==> src/rtl/bcd_serial_subtractor_if.sv <==
// Handshake and operand/result bundle for the serial BCD subtractor.
// The master drives the request and operands; the slave returns status and result.
interface bcd_serial_subtractor_if #(
    parameter int DIGITS = 4
);
    logic                  start;
    logic [4*DIGITS-1:0]   X;
    logic [4*DIGITS-1:0]   Y;
    logic                  b_in;
    logic                  busy;
    logic                  done;
    logic [4*DIGITS-1:0]   result;
    logic                  negative;
    logic                  b_out;
    logic                  out_of_range;

    modport master (
        output start, X, Y, b_in,
        input  busy, done, result, negative, b_out, out_of_range
    );

    modport slave (
        input  start, X, Y, b_in,
        output busy, done, result, negative, b_out, out_of_range
    );
endinterface

==> src/rtl/bcd_serial_subtractor.sv <==
// Digit-serial packed-BCD subtractor computing X - Y - b_in as sign/magnitude.
// A negative raw difference is turned into its magnitude by a ten's-complement pass.
module bcd_serial_subtractor #(
    parameter int DIGITS = 4
) (
    input  logic                    clk,
    input  logic                    reset,
    bcd_serial_subtractor_if.slave  bus
);
    localparam int W     = 4 * DIGITS;
    localparam int IDX_W = (DIGITS > 1) ? $clog2(DIGITS) : 1;

    typedef enum logic [1:0] {IDLE, SUB, FIX, DONE} state_t;

    state_t             state_q, state_d;
    logic [IDX_W-1:0]   idx_q, idx_d;
    logic               borrow_q, borrow_d;
    logic [W-1:0]       x_q, x_d;
    logic [W-1:0]       y_q, y_d;
    logic [W-1:0]       result_q, result_d;
    logic               negative_q, negative_d;
    logic               b_out_q, b_out_d;
    logic               oor_q, oor_d;

    logic               digits_ok;
    logic [3:0]         x_dig, y_dig, r_dig;
    logic [3:0]         sub_a, sub_b, new_dig;
    logic [4:0]         diff;
    logic               last_dig;

    always_comb begin
        digits_ok = 1'b1;
        for (int i = 0; i < DIGITS; i++) begin
            if (bus.X[i*4 +: 4] > 4'd9 || bus.Y[i*4 +: 4] > 4'd9)
                digits_ok = 1'b0;
        end
    end

    // One shared digit subtractor: SUB uses X - Y, FIX uses 0 - raw result digit.
    always_comb begin
        x_dig = 4'd0;
        y_dig = 4'd0;
        r_dig = 4'd0;
        for (int i = 0; i < DIGITS; i++) begin
            if (idx_q == IDX_W'(i)) begin
                x_dig = x_q[i*4 +: 4];
                y_dig = y_q[i*4 +: 4];
                r_dig = result_q[i*4 +: 4];
            end
        end
        sub_a    = (state_q == FIX) ? 4'd0 : x_dig;
        sub_b    = (state_q == FIX) ? r_dig : y_dig;
        diff     = {1'b0, sub_a} - {1'b0, sub_b} - {4'd0, borrow_q};
        new_dig  = diff[4] ? diff[3:0] + 4'd10 : diff[3:0];
        last_dig = (idx_q == IDX_W'(DIGITS - 1));
    end

    always_comb begin
        state_d    = state_q;
        idx_d      = idx_q;
        borrow_d   = borrow_q;
        x_d        = x_q;
        y_d        = y_q;
        result_d   = result_q;
        negative_d = negative_q;
        b_out_d    = b_out_q;
        oor_d      = oor_q;

        case (state_q)
            IDLE: begin
                if (bus.start) begin
                    x_d        = bus.X;
                    y_d        = bus.Y;
                    result_d   = '0;
                    negative_d = 1'b0;
                    b_out_d    = 1'b0;
                    oor_d      = 1'b0;
                    if (!digits_ok) begin
                        oor_d   = 1'b1;
                        state_d = DONE;
                    end else begin
                        idx_d    = '0;
                        borrow_d = bus.b_in;
                        state_d  = SUB;
                    end
                end
            end
            SUB, FIX: begin
                for (int i = 0; i < DIGITS; i++) begin
                    if (idx_q == IDX_W'(i))
                        result_d[i*4 +: 4] = new_dig;
                end
                borrow_d = diff[4];
                idx_d    = idx_q + IDX_W'(1);
                if (last_dig) begin
                    if (state_q == FIX) begin
                        state_d = DONE;
                    end else begin
                        b_out_d    = diff[4];
                        negative_d = diff[4];
                        if (diff[4]) begin
                            idx_d    = '0;
                            borrow_d = 1'b0;
                            state_d  = FIX;
                        end else begin
                            state_d = DONE;
                        end
                    end
                end
            end
            DONE: begin
                state_d = IDLE;
            end
            default: begin
                state_d = IDLE;
            end
        endcase
    end

    always_ff @(posedge clk) begin
        if (reset) begin
            state_q    <= IDLE;
            idx_q      <= '0;
            borrow_q   <= 1'b0;
            x_q        <= '0;
            y_q        <= '0;
            result_q   <= '0;
            negative_q <= 1'b0;
            b_out_q    <= 1'b0;
            oor_q      <= 1'b0;
        end else begin
            state_q    <= state_d;
            idx_q      <= idx_d;
            borrow_q   <= borrow_d;
            x_q        <= x_d;
            y_q        <= y_d;
            result_q   <= result_d;
            negative_q <= negative_d;
            b_out_q    <= b_out_d;
            oor_q      <= oor_d;
        end
    end

    assign bus.busy         = (state_q != IDLE);
    assign bus.done         = (state_q == DONE);
    assign bus.result       = result_q;
    assign bus.negative     = negative_q;
    assign bus.b_out        = b_out_q;
    assign bus.out_of_range = oor_q;
endmodule

==> src/flat_wrapper.sv <==
// flat-port wrapper written by rule: the top's interface ports become plain ports
module bcd_serial_subtractor_flat 
#(
    parameter int DIGITS = 4
)
  (clk, reset, bus_start, bus_X, bus_Y, bus_b_in, bus_busy, bus_done, bus_result, bus_negative, bus_b_out, bus_out_of_range);
  bcd_serial_subtractor_if #(.DIGITS(DIGITS)) bus_i ();
  input  logic clk;
  input  logic reset;
  input wire logic [$bits(bus_i.start)-1:0] bus_start;
  input wire logic [$bits(bus_i.X)-1:0] bus_X;
  input wire logic [$bits(bus_i.Y)-1:0] bus_Y;
  input wire logic [$bits(bus_i.b_in)-1:0] bus_b_in;
  output wire logic [$bits(bus_i.busy)-1:0] bus_busy;
  output wire logic [$bits(bus_i.done)-1:0] bus_done;
  output wire logic [$bits(bus_i.result)-1:0] bus_result;
  output wire logic [$bits(bus_i.negative)-1:0] bus_negative;
  output wire logic [$bits(bus_i.b_out)-1:0] bus_b_out;
  output wire logic [$bits(bus_i.out_of_range)-1:0] bus_out_of_range;
  assign bus_i.start = bus_start;
  assign bus_i.X = bus_X;
  assign bus_i.Y = bus_Y;
  assign bus_i.b_in = bus_b_in;
  assign bus_busy = bus_i.busy;
  assign bus_done = bus_i.done;
  assign bus_result = bus_i.result;
  assign bus_negative = bus_i.negative;
  assign bus_b_out = bus_i.b_out;
  assign bus_out_of_range = bus_i.out_of_range;
  bcd_serial_subtractor #(.DIGITS(DIGITS)) u_core (.clk(clk), .reset(reset), .bus(bus_i));
endmodule
==> config.mk <==
export PLATFORM = sky130hd
export DESIGN_NAME = bcd_serial_subtractor_flat
export DESIGN_NICKNAME = d
export VERILOG_FILES = /design/src/rtl/bcd_serial_subtractor_if.sv /design/src/rtl/bcd_serial_subtractor.sv /design/src/flat_wrapper.sv
export SDC_FILE = /design/constraint.sdc
export NUM_CORES = 1
export LEC_CHECK = 0
export ABC_AREA = 0
export BUFFER_PORTS_ARGS = -buffer_cell sky130_fd_sc_hd__buf_2
export CAP_MARGIN = 20
export CORE_MARGIN = 1
export CORE_UTILIZATION = 45
export CTS_BUF_LIST = sky130_fd_sc_hd__clkbuf_8
export DETAILED_ROUTE_END_ITERATION = 7
export PLACE_DENSITY = 0.74
export SYNTH_ARGS = -nofsm -noshare
export SYNTH_HDL_FRONTEND = slang
export SYNTH_SLANG_ARGS = --single-unit
==> constraint.sdc <==
create_clock -name clk -period 9.9 [get_ports clk]
set_clock_uncertainty 0.15 [all_clocks]
set_input_delay 0.99 -clock clk [delete_from_list [all_inputs] [get_ports clk]]
set_output_delay 0.99 -clock clk [all_outputs]
set_load 0.01 [all_outputs]
==> qor.log <==
[power] static leakage 1.38 nW
[detailed_routing] average vias per placed instance 5.52
[critical_path] data required time of the worst path 9.93 ns
[sta] crit path setup slack, layout 5.59 ns
[clocking] worst-skew pair later-pin latency 0.32 ns
[sta] final count of pins violating max slew 0
[cells_and_area] number of filler instances in the final layout 621
[detailed_routing] via total after detailed routing 2740
[yosys] number of nets in the synthesized netlist 428
[yosys] most common cell in the netlist sky130_fd_sc_hd__nand2_1
[critical_path] worst stage delay on the critical path 0.65 ns
[power] sum of internal, switching and leakage power 1.01 mW
[critical_path] classification of the worst setup path flip-flop to flip-flop
[cells_and_area] share of post-route cells with drive strength above 1 17.2%
[global_route] first-pass GRT wire length 12.2 mm
[critical_path] Worst path top cell family by delay adder cells
[clocking] CTS Root Cell sky130_fd_sc_hd__clkbuf_8
[clocking] clock sink count 55
[detailed_routing] wire length after detailed routing 7.40 mm
[yosys] Yosys top cell by area sky130_fd_sc_hd__dfxtp_1
[power] power density over cell area 299 mW/mm²
[critical_path] logic depth of the worst register-to-register path 15
[cells_and_area] Net count, final 469
[yosys] part of the Yosys area used for sequential elements 37.4%
[place] last weighted congestion value of the routability-driven placer 0.861
[floorplanning] height of the die 82.8 µm
[sta] final hold vios 0
[floorplanning] IO Count 57
[yosys] basic-gate share of the synthesized area counting and, or, nand and nor cells 24.0%
[yosys] combinational family with the most area after synthesis simple AND/OR/NAND/NOR gates
[yosys] top cell types by occurrence after synthesis 100 x sky130_fd_sc_hd__nand2_1, 55 x sky130_fd_sc_hd__dfxtp_1, 53 x sky130_fd_sc_hd__a21oi_1, 22 x sky130_fd_sc_hd__clkbuf_1, 22 x sky130_fd_sc_hd__o21ai_0
[yosys] cell count after synthesis 377
[hold_path] cell count of the worst hold path 2
[clocking] post-CTS setup-driven buffer insertion count 0
[clocking] number of buffers added by the clock tree synthesis step 5
[place] Port Buf Inserts 56
[global_route] number of global-route vias before repair 2575
[floorplanning] starting density of the core 46.6%
[floorplanning] Chip Width 82.8 µm
[power] peak ir drop on the vdd network 0.000141 V
[yosys] count of unique library cells instantiated by Yosys 41
[global_route] largest net degree at the start of global routing 62
[hold_path] kind of path behind the tightest hold check flip-flop to flip-flop
[yosys] area share of xor/xnor cells in the synthesized design 1.36%
[sta] number of setup violations in the final report 0
[sta] maximum achievable frequency 0.232 GHz
[detailed_routing] post-detailed-route count of antenna-violating nets 0
[floorplanning] Core Region 0.00631 mm²
[cells_and_area] antenna diode count 0
[critical_path] category of the worst setup path launch point flip-flop
[critical_path] cells traversed along the worst timing path inv_1 > ha_1 > o21ai_0 > mux4_2 > nor2_1 > a21oi_1 > fa_1 > inv_1 > fa_1 > ha_1 > nor3b_1 > o21ai_0 > o211ai_1 > xor2_1 > o31ai_1
[sta] unrepaired setup endpoints after global routing false
[yosys] proportion of netlist area held by the largest area contributor 37.4%
[clocking] Clk pin slew, worst setup/hold paths 0.10 ns
[yosys] synthesized area divided by synthesized cell count 7.80 µm²
[clocking] TritonCTS clock tree done
[detailed_routing] number of remaining DRC errors 0
[detailed_routing] first drt pass iteration count 4
[sta] Worst Hold Margin 0.313 ns
[floorplanning] site row count 29
[critical_path] stages on the worst setup path 15
[clocking] number of hold buffers added after CTS 0
[global_route] total grt overflow 0
[floorplanning] die area 0.00686 mm²
[yosys] fraction of the mapped netlist area in compound gates 19.2%
[yosys] share of synthesized area spent on multiplexers 6.17%
[place] placed wire-length estimate 5.30 mm
[sta] actual slew at the worst max-slew pin 0.752 ns
[yosys] synthesized cell area 0.00294 mm²
[sta] Final Critical Period 4.31 ns
[clocking] CTS H-tree depth 2
[critical_path] Max stage delay cell, worst path sky130_fd_sc_hd__ha_1
[place] DP Worst Slack 5.65 ns
[detailed_routing] post-detailed-route wirelength per cell 14.9 µm
[clocking] Max clock buf depth 2
[sta] Slew headroom 49.9%
[yosys] synthesized-area fraction occupied by adder cells 6.89%
[sta] fraction of the cycle the final worst path needs 43.5%
[yosys] flip-flop and latch count after synthesis 55
[yosys] most common flop cell mapped by yosys sky130_fd_sc_hd__dfxtp_1
[sta] total negative slack for setup checks 0 ns
[yosys] asr flop ratio synth 0%
[global_route] number of antenna violations at the first check in global routing 0
[critical_path] Crit Path Max Fanout 25
[yosys] Post-synth EDFFs 0
[critical_path] count of buffer and inverter cells on the critical path 2
[critical_path] critical path data arrival time 4.34 ns
[global_route] GRT Overall Usage 22.1%
[job] maximum capacitance violations 0
[yosys] warnings from Yosys 0
[clocking] post-cts sizing count 0
[detailed_routing] drt initial violations 199
[critical_path] endpoint class of the critical path flip-flop
[cells_and_area] layout overhead on the synthesized area 15.4%
[yosys] biggest area contributors in the synthesized netlist sky130_fd_sc_hd__dfxtp_1 37%, sky130_fd_sc_hd__nand2_1 13%, sky130_fd_sc_hd__a21oi_1 9.0%
[run_status] outcome complete, no violations
[worst register-to-register path: stages (launching register included)]
cell and delay (ns):
sky130_fd_sc_hd__dfxtp_1 0.35, sky130_fd_sc_hd__inv_1 0.10, sky130_fd_sc_hd__ha_1 0.65, sky130_fd_sc_hd__o21ai_0 0.19
sky130_fd_sc_hd__mux4_2 0.48, sky130_fd_sc_hd__nor2_1 0.10, sky130_fd_sc_hd__a21oi_1 0.07, sky130_fd_sc_hd__fa_1 0.44
sky130_fd_sc_hd__inv_1 0.11, sky130_fd_sc_hd__fa_1 0.45, sky130_fd_sc_hd__ha_1 0.23, sky130_fd_sc_hd__nor3b_1 0.19
sky130_fd_sc_hd__o21ai_0 0.10, sky130_fd_sc_hd__o211ai_1 0.12, sky130_fd_sc_hd__xor2_1 0.31, sky130_fd_sc_hd__o31ai_1 0.13
[state kept, by name, indices dropped and copies added (netlist names)]
| register | cells |
|---|---|
| u_core.bus.result | 16 |
| u_core.x_q | 16 |
| u_core.bus.out_of_range | 1 |
| u_core.borrow_q | 1 |
| u_core.idx_q | 2 |
| u_core.state_q | 2 |
| u_core.bus.negative | 1 |
| u_core.y_q | 16 |
[where the power goes]
group | internal (mW) | switching, mW | total, mW | leakage (nW)
clock | 0.100 | 0.0760 | 0.176 | 0.0695
combinational | 0.222 | 0.304 | 0.526 | 0.859
sequential | 0.273 | 0.0390 | 0.312 | 0.449
[logic make-up after synthesis]
group / count (synthesis)
XOR/XNOR: 3
adder cells (fa/ha/maj): 15
buffers and inverters: 35
flip-flops: 55
AND/OR/NAND/NOR: 155
multiplexers: 13
AO/OA/AOI/OAI: 101
[metrics by stage]
step / instance area [µm²] / cells / utilization (%)
after floorplan: 2940 / 377 / -
after global routing: 3390 / 496 / 53.8
final: 3390 / 496 / 53.8
after detailed placement: 3220 / 486 / 51.0
after CTS: 3350 / 494 / 53.1
after global placement: 3220 / 486 / 51.0
[path summary, 6_finish.rpt]
kind	slack [ns]	start	end
max	5.59	u_core.idx_q[1]	u_core.bus.result[7]
min	0.31	u_core.y_q[12]	u_core.y_q[12]
max reg2reg	5.59	u_core.idx_q[1]	u_core.bus.result[7]
min reg2reg	0.31	u_core.y_q[12]	u_core.y_q[12]
[cell type report]
type	count	area [µm²]	share of cell area, %
clock buffer	5	68.8	2.03
timing repair buffer	59	330	9.73
clock inverter	3	63.8	1.88
inverter	10	37.5	1.11
multi-input combinational	287	1700	50.0
tap	77	96.3	2.84
sequential	55	1100	32.4
[placed cells by master (no fill, tap or decap), types with 2 or more instances in the layout]
master                      Yosys  routed
sky130_fd_sc_hd__nor2_1        16      16
sky130_fd_sc_hd__and2_1         2       2
sky130_fd_sc_hd__dfxtp_1       55      55
sky130_fd_sc_hd__a211oi_1       2       2
sky130_fd_sc_hd__nand2b_1       8       8
sky130_fd_sc_hd__o31ai_1       10      10
sky130_fd_sc_hd__a2bb2oi_1      2       2
sky130_fd_sc_hd__bufinv_16      0       2
sky130_fd_sc_hd__a21oi_1       53      53
sky130_fd_sc_hd__nand2_1      100     100
sky130_fd_sc_hd__mux4_2         4       4
sky130_fd_sc_hd__nor2b_1        4       4
sky130_fd_sc_hd__o21ai_1        5       5
sky130_fd_sc_hd__or4_1          4       4
sky130_fd_sc_hd__fa_1           2       2
sky130_fd_sc_hd__clkbuf_8       0       5
sky130_fd_sc_hd__buf_2          0      56
sky130_fd_sc_hd__xor2_1         2       2
sky130_fd_sc_hd__o21ai_0       22      22
sky130_fd_sc_hd__nand4_1        2       2
sky130_fd_sc_hd__ha_1          13      13
sky130_fd_sc_hd__nand3b_1      12      12
sky130_fd_sc_hd__inv_1         10      11
sky130_fd_sc_hd__mux2i_1        8       8
[metal layers]
metal  share of wire, %  GRT usage, %  wire (µm)  up-vias
met3                5.3          3.68        394       12
met1                 45          29.3       3340     1274
met4                2.3          7.37        170        0
met2                 47          36.4       3500       81
met5                  0             0          0        -
li1                   -             -          -     1373
(Power assumes the default switching activity.)
